--- config.mk ---
export PLATFORM = sky130hd
export DESIGN_NAME = paleta_cor
export DESIGN_NICKNAME = d
export VERILOG_FILES = /design/src/rtl/paleta_cor.sv
export SDC_FILE = /design/constraint.sdc
export NUM_CORES = 1
export LEC_CHECK = 0
export ABC_AREA = 1
export CAP_MARGIN = 30
export CORE_ASPECT_RATIO = 0.7
export CORE_MARGIN = 2
export CORE_UTILIZATION = 45
export CTS_BUF_LIST = sky130_fd_sc_hd__clkbuf_8
export DETAILED_ROUTE_END_ITERATION = 6
export SLEW_MARGIN = 20
export SYNTH_ARGS = -nofsm -noshare
export SYNTH_HDL_FRONTEND = slang
export SYNTH_SLANG_ARGS = --single-unit
--- constraint.sdc ---
create_clock -name clk -period 1.75 [get_ports clk]
set_input_delay 0.2625 -clock clk [delete_from_list [all_inputs] [get_ports clk]]
set_output_delay 0.2625 -clock clk [all_outputs]
set_load 0.005 [all_outputs]
--- src/rtl/paleta_cor.sv ---
// paleta_cor -- programmable colour-palette unit.
//
// Maps an IDX_W-bit colour index to an RGB triple read from a writable
// palette register file of 2^IDX_W entries. Each entry also holds a blink
// flag. A free-running blink divider flashes flagged entries to black while
// blink_en is high.
//
// Ports:
//   clk, rst_n                  clock, asynchronous active-low reset
//   in_valid, in_idx            lookup request, sampled every cycle
//   wr_en, wr_addr              palette write strobe and target entry
//   wr_red/green/blue, wr_blink new contents for the written entry
//   blink_en                    global blink enable
//   out_valid, red/green/blue   registered lookup result, 2 register stages
//
// Flow control: there is no handshake. in_valid is a plain qualifier that is
// sampled on every rising edge, and out_valid qualifies red/green/blue. The
// unit never stalls and applies no backpressure. Writes run beside the lookup
// pipeline and never disturb it.
module paleta_cor #(
  parameter int IDX_W     = 4,
  parameter int CH_W      = 4,
  parameter int BLINK_DIV = 25000000
) (
  input  logic              clk,
  input  logic              rst_n,
  input  logic              in_valid,
  input  logic [IDX_W-1:0]  in_idx,
  input  logic              wr_en,
  input  logic [IDX_W-1:0]  wr_addr,
  input  logic [CH_W-1:0]   wr_red,
  input  logic [CH_W-1:0]   wr_green,
  input  logic [CH_W-1:0]   wr_blue,
  input  logic              wr_blink,
  input  logic              blink_en,
  output logic              out_valid,
  output logic [CH_W-1:0]   red,
  output logic [CH_W-1:0]   green,
  output logic [CH_W-1:0]   blue
);

  localparam int DEPTH = 1 << IDX_W;
  localparam int CNT_W = (BLINK_DIV > 2) ? $clog2(BLINK_DIV) : 1;
  localparam logic [CNT_W-1:0] CNT_LAST = CNT_W'(BLINK_DIV - 1);

  // Palette storage
  logic [CH_W-1:0] pal_r  [DEPTH];
  logic [CH_W-1:0] pal_g  [DEPTH];
  logic [CH_W-1:0] pal_b  [DEPTH];
  logic            pal_bl [DEPTH];

  // Stage 1 registers
  logic             s1_valid;
  logic [IDX_W-1:0] s1_idx;

  // Blink divider
  logic [CNT_W-1:0] blink_cnt;
  logic             blink_phase;

  logic             blank;

  // Palette write port. The reset clears every entry, so a write that lands
  // in the same cycle as a reset assertion is lost.
  always_ff @(posedge clk or negedge rst_n) begin
    if (!rst_n) begin
      for (int i = 0; i < DEPTH; i++) begin
        pal_r[i]  <= '0;
        pal_g[i]  <= '0;
        pal_b[i]  <= '0;
        pal_bl[i] <= 1'b0;
      end
    end else if (wr_en) begin
      pal_r[wr_addr]  <= wr_red;
      pal_g[wr_addr]  <= wr_green;
      pal_b[wr_addr]  <= wr_blue;
      pal_bl[wr_addr] <= wr_blink;
    end
  end

  // Stage 1: capture the request
  always_ff @(posedge clk or negedge rst_n) begin
    if (!rst_n) begin
      s1_valid <= 1'b0;
      s1_idx   <= '0;
    end else begin
      s1_valid <= in_valid;
      s1_idx   <= in_idx;
    end
  end

  // The divider runs even when blink_en is low, so the blink phase keeps a
  // steady rhythm whenever blinking is turned on. Phase 0 is the visible half.
  always_ff @(posedge clk or negedge rst_n) begin
    if (!rst_n) begin
      blink_cnt   <= '0;
      blink_phase <= 1'b0;
    end else if (blink_cnt == CNT_LAST) begin
      blink_cnt   <= '0;
      blink_phase <= ~blink_phase;
    end else begin
      blink_cnt <= blink_cnt + 1'b1;
    end
  end

  // Stage 2 reads the palette as it stands before this edge. A write made on
  // the previous edge is therefore already visible. blink_phase is also the
  // pre-edge value, so a toggle on this edge does not affect this sample.
  always_comb begin
    blank = !s1_valid || (blink_en && blink_phase && pal_bl[s1_idx]);
  end

  always_ff @(posedge clk or negedge rst_n) begin
    if (!rst_n) begin
      out_valid <= 1'b0;
      red       <= '0;
      green     <= '0;
      blue      <= '0;
    end else begin
      out_valid <= s1_valid;
      red       <= blank ? '0 : pal_r[s1_idx];
      green     <= blank ? '0 : pal_g[s1_idx];
      blue      <= blank ? '0 : pal_b[s1_idx];
    end
  end

endmodule
# ---- Word level (Yosys, flattened, before mapping)
# Cells that the tools add are included.
# W data, S select, Z words.
dict set report word_totals {
  output_inout_bits 13
  rom_bits 0
  n_memories 0
  ff_bits 252
  mem_bits_rw 0
  elab_cells 109
  latchBits 0
}
dict set report classes {
  mul 0
  muxes 24
  n_lt_le_gt_ge 3
  shifts 0
  eq_ne 1
  reduce_logical 5
  n_bitwise 3
  n_div 0
  n_addsub 1
}
# operator count
set op_table {}
lappend op_table {{$bwmux W64} 3}
lappend op_table {{$bmux W4 S4} 3}
lappend op_table {{$mux W4} 10}
lappend op_table {{$add A25 B1 Y25 const B} 1}
lappend op_table {{$eq A25 B25 Y1 const B} 1}
lappend op_table {{$mux W25} 1}
lappend op_table {{$bwmux W16} 1}
lappend op_table {{$demux W4 S4} 1}
lappend op_table {{$ge A5 B5 Y1 const B} 2}
lappend op_table {{$not A4 Y5} 2}
lappend op_table {{$lt A5 B1 Y1 const B} 1}
lappend op_table {{$bmux W1 S4} 1}
lappend op_table {{$demux W1 S4} 1}
lappend op_table {{$logic_and A1 B1 Y1} 3}
lappend op_table {{$mux W1} 3}
lappend op_table {{$logic_not A1 Y1} 1}
lappend op_table {{$logic_or A1 B1 Y1} 1}
lappend op_table {{$not A1 Y1} 1}

# ---- Longest topological paths before layout
# Gate-level depths: netlist of run 1.
dict set report logic_depth {
  ltp_word 7
  depth_mapped 12
  ltp_nobuf 10
}

# ---- Worst setup path before layout of run 1
# No wires, ideal clock.
dict set report synth_path {
  path_kind {reg-to-reg}
  from {register blink_cnt[0]}
  to {register blink_cnt[20]}
  arrival_time_ns 1.355
  path_slack_ns 0.276
  period_less_slack_ns 1.474
  setup_ns 0.119
  n_path_buf 0
  path_stages_with_launch 11
  cell_sequence {dfrtp_1 -> ha_1 -> nand3_2 -> inv_2 -> nand2_2 -> inv_2 -> nand3_2 -> nor2_1 -> nand3_1 -> nand2_1 -> nor2_1}
}
dict set report synth_between {
  elab_chain_len 2
  elab_cells_between_ends 3
  cone_classes {add/sub (1); eq/ne (1); mux (1)}
}
# element line
set synth_lines {}
lappend synth_lines {{start, declared} 57} ;# logic [CNT_W-1:0] blink_cnt;
lappend synth_lines {{start signal, assigned} 101} ;# blink_cnt <= blink_cnt + 1'b1;
lappend synth_lines {{$add A25 B1 Y25 or $eq A25 B25 Y1 (tied branches)} {101, 97}}
lappend synth_lines {{$mux W25 (*)} 97} ;# end else if (blink_cnt == CNT_LAST) begin
# Mark *: on every way between the ends. The rest lies on a longest branch, timed or not.
# A chain may end at the register's enable or synchronous reset.

# ---- Worst setup path after layout of run 1
dict set report layout_path {
  from {register green[3]}
  to {output port green[3]}
}
# element line
set layout_lines {}
lappend layout_lines {{start, declared} 38} ;# output logic [CH_W-1:0] green,
lappend layout_lines {{start signal, assigned} 121} ;# green <= blank ? '0 : pal_g[s1_idx];
# No word-level cell between the ends.

==> out/results.env, run 1 <==
SYNTH_TOP_FAMILY_BY_AREA='simple AND/OR/NAND/NOR gates'
ROUTED_WIRE_LENGTH_PER_INSTANCE_UM=18.1
YOSYSSEQAREASHARE=0.535
ROWS=49
YOSYSWARNINGS=0
TIMING.FINAL.HOLD_VIOLATIONS=0
SYNTH-EDFF-COUNT=0
TIMING.SETUP.CRITICAL_PATH_CLASS='flop to output pin'
FINISH.CELL_COUNT_WITHOUT_FILLERS=1825
WORST_SKEW_PAIR.LATE_LATENCY_PS=570
SEQ_POWER_SHARE=0.503
NETSWITCHINGPOWER_uW=4250
SYNTH-ADDER-AREA-SHARE=0.00106
FIN_NETS=1494
FIRST_GLOBAL_VIAS=9122
LAYOUT_WORST_PATH_CYCLE_SHARE=0.968
GR-TOTAL-OVERFLOW=0
COMB_POWER_SHARE=0.160
P_TOTAL_uW=14700
CLKTRANSATPATHREGS_PS=60
CTS_ROOT_BUFFER='clkbuf_8'
TIMING.FINAL.MAX_SLEW_VIOLATIONS=0
ANT_NETS=0
SETUP-VIOLATIONS-FINAL=0
AREAGROWTHSYNTHTOFINISH_PCT=17.5
P_SW_FRAC=0.288
WORST_HOLD_PATH_TYPE='input pin to flop'
CP.BUFFERS_INVERTERS=1
CTS.SINKS=252
CTS_TREE='done'
P_INT_uW=10500
DETAILROUTE.VIA_COUNT=9636
NUMPLACEDINSTANCES=1752
SYNTHTOPCELLSBYCOUNT='310 x nand2_1, 252 x dfrtp_1, 199 x o21ai_0'
CP_DATA_ARRIVAL_TIME_PS=1430
CLOCK_POWER_SHARE=0.337
YOSYS.AREA_SHARE.XOR_XNOR=0.00966
H-TREE-DEPTH=2
GROUTE.USAGE.OVERALL=0.244
DIE_WIDTH_UM=197
NUM-FILL-CELLS=2363
SYNTH.AREA.MUX_SHARE=0
WORST_SLEW_PIN_SLEW_PS=493
GRT_FIRST_PASS_WIRELENGTH_UM=51900
SYNTH.TOP_CELL.AREA_SHARE=0.535
DESIGN.PORTCOUNT=39
GRT.MET2_USAGE=0.347
RSZ_0062_RAISED_AFTER_GLOBAL_ROUTING='true'
HPWLAFTERDP_UM=20600
GRT_USE_MET1=0.374
VIASPERCELL=5.28
STARTING_DENSITY_OF_THE_CORE=0.459
GRT_UTIL_MET3=0.0494
SYNTH_TOP_FLOP_CELL='dfrtp_1'
DRT_WL_TOTAL_UM=33100
FIN_SKEW_PS=24.7
CTSLONGESTPATHBUFFERS=3
DIEHEIGHT_UM=139
DRV_CAP=0
TIMING.CRITICAL_PATH.FROM_TYPE='flop'
CRITPATHMAXSTAGEDELAY_PS=520
SYN_INST=1406
YOSYSMOSTFREQUENTCELL='nand2_1'
TOTAL_LEAKAGE_POWER_uW=0.00651
SYN-MEAN-INSTANCE-AREA_UM2=8.39
BUFFER_PORTS.INSERTED=38
GRT-BUSIEST-LAYER='met1'
SYNTH_CELL_TYPES=38
DRC=0
DESIGN.DIE.AREA_UM2=27500
TIMING.FMAX_MHz=590
TIMING.SLEW.HEADROOM=0.671
DRTITER0DRC=908
REGISTER_AREA_UM2=6310
TIMING.CRITICAL_PATH.SLOWEST_STAGE_CELL='clkdlybuf4s50_1'
MAXIMUM_NUMBER_OF_PINS_ON_ONE_NET_BEFORE_GLOBAL_ROUTE_REPAIR=68
REQUIRED_PS=1490
ANTENNA_FOUND_INITIAL=0
AREA_OF_THE_CORE_UM2=25700
NETLIST_TOP_CELLS_AREA='dfrtp_1 53%, nand2_1 9.9%, o21ai_0 8.4%'
SYNTH_FP_NETS=1433
POST_CTS_BUFFERS=0
POST_SYNTH_INSTANCE_AREA_UM2=11800
POWER.DENSITY_nW_PER_UM2=1060
CRIT_PATH_END_KIND='output pin'
PEAKVDDDROP_mV=0.524
GP_CONGESTION=0.870
MULTI_INPUT_GATE_AREA_UM2=4530
CTS_INSERTED_BUFFERS=41
N_ANTENNA_CELL=0
SYNTH_TOP_CELL_BY_AREA='dfrtp_1'
POST_SYNTH_AND_OR_NAND_NOR_AREA_FRACTION=0.224
DR.PASS1.ITERS=5
FRACTION_OF_REGISTERS_WITH_ASYNC_SET_RESET=1.00
YS_FF_LATCH=252
OUTCOME='finished clean'
SYNTH_COMPOUND_GATE_AREA_SHARE=0.146
DRIVE_GT1_FRAC=0.118
WORSTPATHCELLLIST='clkdlybuf4s50_1'
CPLARGESTDELAYFAMILY='buffers and inverters'
FIN_CRIT_PS=1690
CRIT_PATH_MAX_FANOUT=1
-- path summary, 6_finish.rpt --
check / start / cells after the start / to / slack (ps)
worst max-delay path: green[3] / 1 / green[3] / 60
worst min-delay path: in_idx[2] / 1 / s1_idx[2] / 130
worst max register to register: s1_idx[0] / 8 / blue[1] / 70
worst min register to register: blink_cnt[5] / 1 / blink_cnt[5] / 480
max in group asynchronous: rst_n / 3 / pal_b[46] / 890
min in group asynchronous: rst_n / 2 / pal_b[24] / 190
-- cell families after synthesis --
logic type      after synthesis
simple gates                581
compound gates              341
flops                       252
buf+inv                     218
xor+xnor                     13
fa+ha+maj                     1
-- cells in the final DEF, fill, tap and decap left out, drive strengths merged --
cell type	count
xor2	8
nor4	1
nand3b	1
clkinv	2
dlygate4sd3	1
nand3	136
ha	1
clkinvlp	1
nor3	14
a21o	1
inv	147
and2	1
dfrtp	252
xnor2	5
clkdlybuf4s50	37
nand2	319
clkbuf	52
nand4	8
a31oi	1
o21ai	238
buf	65
or2	1
o211ai	3
a21oi	98
nor2	101
-- through the flow --
step	util	hold WS, ps	cell area, µm²	worst slack (ps)	setup TNS (ps)
final	0.539	130	13800	56.2	0
after global routing	0.539	117	13800	-17.8	-41.0
after CTS	0.536	101	13800	10.4	0
after detailed placement	0.505	192	13000	-39.0	-313
after global placement	0.505	201	13000	-6.12	-16.1
after floorplan	-	-33.1	11800	276	0
-- what timing repair did --
| item | CTS | global route |
|---|---|---|
| hold endpoints to repair | 195 | 0 |
| cloned | 0 | 2 |
| hold buffers | 1 | 0 |
| resized for setup | 1 | 11 |
| setup endpoints to repair | 1 | 11 |
| pin swaps | 0 | 1 |
-- layer usage --
metal / share of wire / wire [µm] / up-vias
li1: - / - / 4696
met1: 0.49 / 16300 / 4578
met2: 0.42 / 13800 / 304
met3: 0.068 / 2260 / 58
met4: 0.021 / 696 / 0
met5: 0 / 0 / -
-- registers in the layout, indices dropped and copies added, names as in the netlist, 4 cells and up --
signal and flops:
blink_cnt 25, blue 4, green 4, pal_b 64, pal_bl 16, pal_g 64, pal_r 64, red 4
s1_idx 4
-- power groups by stage --
stage	clock [µW]	sequential (µW)	combinational (µW)
2_1_floorplan	0	7370	1550
3_3_place_gp	0	7460	2270
3_5_place_dp	0	7480	2330
4_1_cts	5060	7390	2350
5_1_grt	5330	7520	2700
6_report	4970	7400	2350
-- layout make-up --
class	instances	share of cell area
Sequential cell	252	0.456
Timing Repair Buffer	104	0.0949
Tap cell	331	0.0299
Clock buffer	51	0.0507
Clock inverter	19	0.00551
Inverter	131	0.0360
Multi-Input combinational cell	937	0.327
Power figures use the tool's default switching activity.
==> inputs of run 2 (changes only) <==
SETUP_SLACK_MARGIN = 0.05   (was unset)
SLEW_MARGIN = 10   (was 20)
==> out/results.env, run 2 (same netlist as run 1, synthesis figures left out) <==
GRT.MET2_USAGE=0.347
ROWS=49
P_SW_FRAC=0.289
TOTAL_LEAKAGE_POWER_uW=0.00666
TIMING.FMAX_MHz=592
WORST_SKEW_PAIR.LATE_LATENCY_PS=570
ANT_NETS=0
MAXIMUM_NUMBER_OF_PINS_ON_ONE_NET_BEFORE_GLOBAL_ROUTE_REPAIR=68
CTS_TREE='done'
LARGESTREGISTERS='pal_b: 64 flops, pal_g: 64 flops, pal_r: 64 flops'
CTS.SINKS=252
DIE_WIDTH_UM=197
TIMING.CRITICAL_PATH.FROM_TYPE='flop'
LAYOUT.CELLS.MOST_COMMON_LIST='302 x nand2_1, 251 x dfrtp_1, 197 x o21ai_0, 136 x inv_1, 119 x nand3_1'
FIN_NETS=1501
NUMPLACEDINSTANCES=1752
AREA_OF_THE_CORE_UM2=25700
DRT_WL_TOTAL_UM=33400
GR-TOTAL-OVERFLOW=0
FINISH.CELL_COUNT_WITHOUT_FILLERS=1832
LAYOUT_WORST_PATH_CYCLE_SHARE=0.965
GRT_FIRST_PASS_WIRELENGTH_UM=51900
CRIT_PATH_MAX_FANOUT=6
PEAKVDDDROP_mV=0.524
STARTING_DENSITY_OF_THE_CORE=0.459
COMB_POWER_SHARE=0.164
H-TREE-DEPTH=2
DRTITER0DRC=819
CTS_ROOT_BUFFER='clkbuf_8'
FIN_SKEW_PS=22.8
GRT-BUSIEST-LAYER='met1'
RSZ_0062_RAISED_AFTER_GLOBAL_ROUTING='true'
GRT_USE_MET1=0.374
BUFFER_PORTS.INSERTED=38
HPWLAFTERDP_UM=20600
FIRST_GLOBAL_VIAS=9122
VIASPERCELL=5.26
P_TOTAL_uW=14800
ANTENNA_FOUND_INITIAL=0
CLKTRANSATPATHREGS_PS=60
WORST_HOLD_PATH_TYPE='input pin to flop'
WORST_SLEW_PIN_SLEW_PS=464
CP_DATA_ARRIVAL_TIME_PS=2140
TIMING.FINAL.MAX_SLEW_VIOLATIONS=0
DRC=0
SETUP-VIOLATIONS-FINAL=0
DR.PASS1.ITERS=5
DESIGN.PORTCOUNT=39
DETAILROUTE.VIA_COUNT=9639
REQUIRED_PS=2200
CRIT_PATH_END_KIND='flop'
TIMING.SETUP.CRITICAL_PATH_CLASS='flop to flop'
GP_CONGESTION=0.870
OUTCOME='finished clean'
FIN_CRIT_PS=1690
N_ANTENNA_CELL=0
CLOCK_POWER_SHARE=0.335
NETSWITCHINGPOWER_uW=4270
GROUTE.USAGE.OVERALL=0.244
FINALHOLDWORSTSLACK_PS=137
CTS_INSERTED_BUFFERS=41
DRV_CAP=0
DRIVE_GT1_FRAC=0.133
POWER.DENSITY_nW_PER_UM2=1050
GRT_UTIL_MET3=0.0494
DIEHEIGHT_UM=139
DESIGN.DIE.AREA_UM2=27500
ROUTED_WIRE_LENGTH_PER_INSTANCE_UM=18.2
SEQ_POWER_SHARE=0.501
CTSLONGESTPATHBUFFERS=3
LAYOUT_COMMONEST_CELL='nand2_1'
TIMING.FINAL.HOLD_VIOLATIONS=0
TIMING.SLEW.HEADROOM=0.691
P_INT_uW=10500
AREAGROWTHSYNTHTOFINISH_PCT=19.2
run 2: changes by cell type in the layout (fill, tap and decap cells not counted), moves of 5 or more:
| cell | before | now |
|---|---|---|
| clkdlybuf4s50_1 | 37 | 30 |
| dlymetal6s2s_1 | 0 | 5 |
| nand2_1 | 310 | 302 |
| nand2_2 | 4 | 12 |
| nand3_1 | 126 | 119 |
| nand3_2 | 7 | 14 |
| nor2_4 | 8 | 13 |
run 2: per-stage QoR:
stage / setup WS [ps] / utilization / instance area (µm²) / setup TNS [ps]
2_1_floorplan: 276 / - / 11800 / 0
3_3_place_gp: -6.12 / 0.505 / 13000 / -16.1
3_5_place_dp: -39.0 / 0.505 / 13000 / -313
4_1_cts: 50.1 / 0.536 / 13800 / 0
5_1_grt: 16.4 / 0.547 / 14100 / 0
6_report: 60.7 / 0.547 / 14100 / 0
run 2: what timing repair did:
action,4_1_cts,5_1_grt
endpoints found under the hold margin,195,0
resized for setup,3,51
hold buffers,1,0
pin swaps,0,2
cloned,0,3
setup endpoints to repair,10,18
setup buffers,0,6
run 2: critical path, stage by stage (launching register included):
cell and delay [ps]:
dfrtp_4 520, buf_12 150, buf_8 120, nand2_2 70
nand3_2 80, nand3_2 70, nand2_2 90, nand2_2 80
nand3_4 140, nand2_8 200, nor2_4 50
run 2: path summary, 6_finish.rpt:
kind | startpoint | end | slack [ps] | depth (start not counted)
setup / recovery | s1_idx[0] | blue[1] | 60 | 10
hold / removal | in_idx[2] | s1_idx[2] | 140 | 1
setup reg to reg | s1_idx[0] | blue[1] | 60 | 10
hold reg to reg | blink_cnt[5] | blink_cnt[5] | 480 | 1
max in group asynchronous | rst_n | pal_r[53] | 890 | 3
min in group asynchronous | rst_n | pal_b[4] | 200 | 2
run 2: cell type report:
cell class	count	area, µm²
clock buffer	51	702
clock inverter	19	76.3
fill	2346	11600
inverter	131	509
multi-input combinational	937	4620
sequential	252	6310
tap	331	414
timing repair buffer	111	1430
run 2: routing by layer:
metal,share of wire,vias to the layer above
met5,0,-
met4,0.025,0
met3,0.072,72
met2,0.42,325
met1,0.48,4528
li1,-,4714
run 2: power by group through the flow:
| stage | Sequential, µW | Combinational (µW) | Clock, µW |
|---|---|---|---|
| after floorplan | 7370 | 1550 | 0 |
| after global placement | 7460 | 2270 | 0 |
| after detailed placement | 7480 | 2330 | 0 |
| after CTS | 7390 | 2340 | 5060 |
| after global routing | 7520 | 2770 | 5330 |
| final | 7400 | 2420 | 4960 |
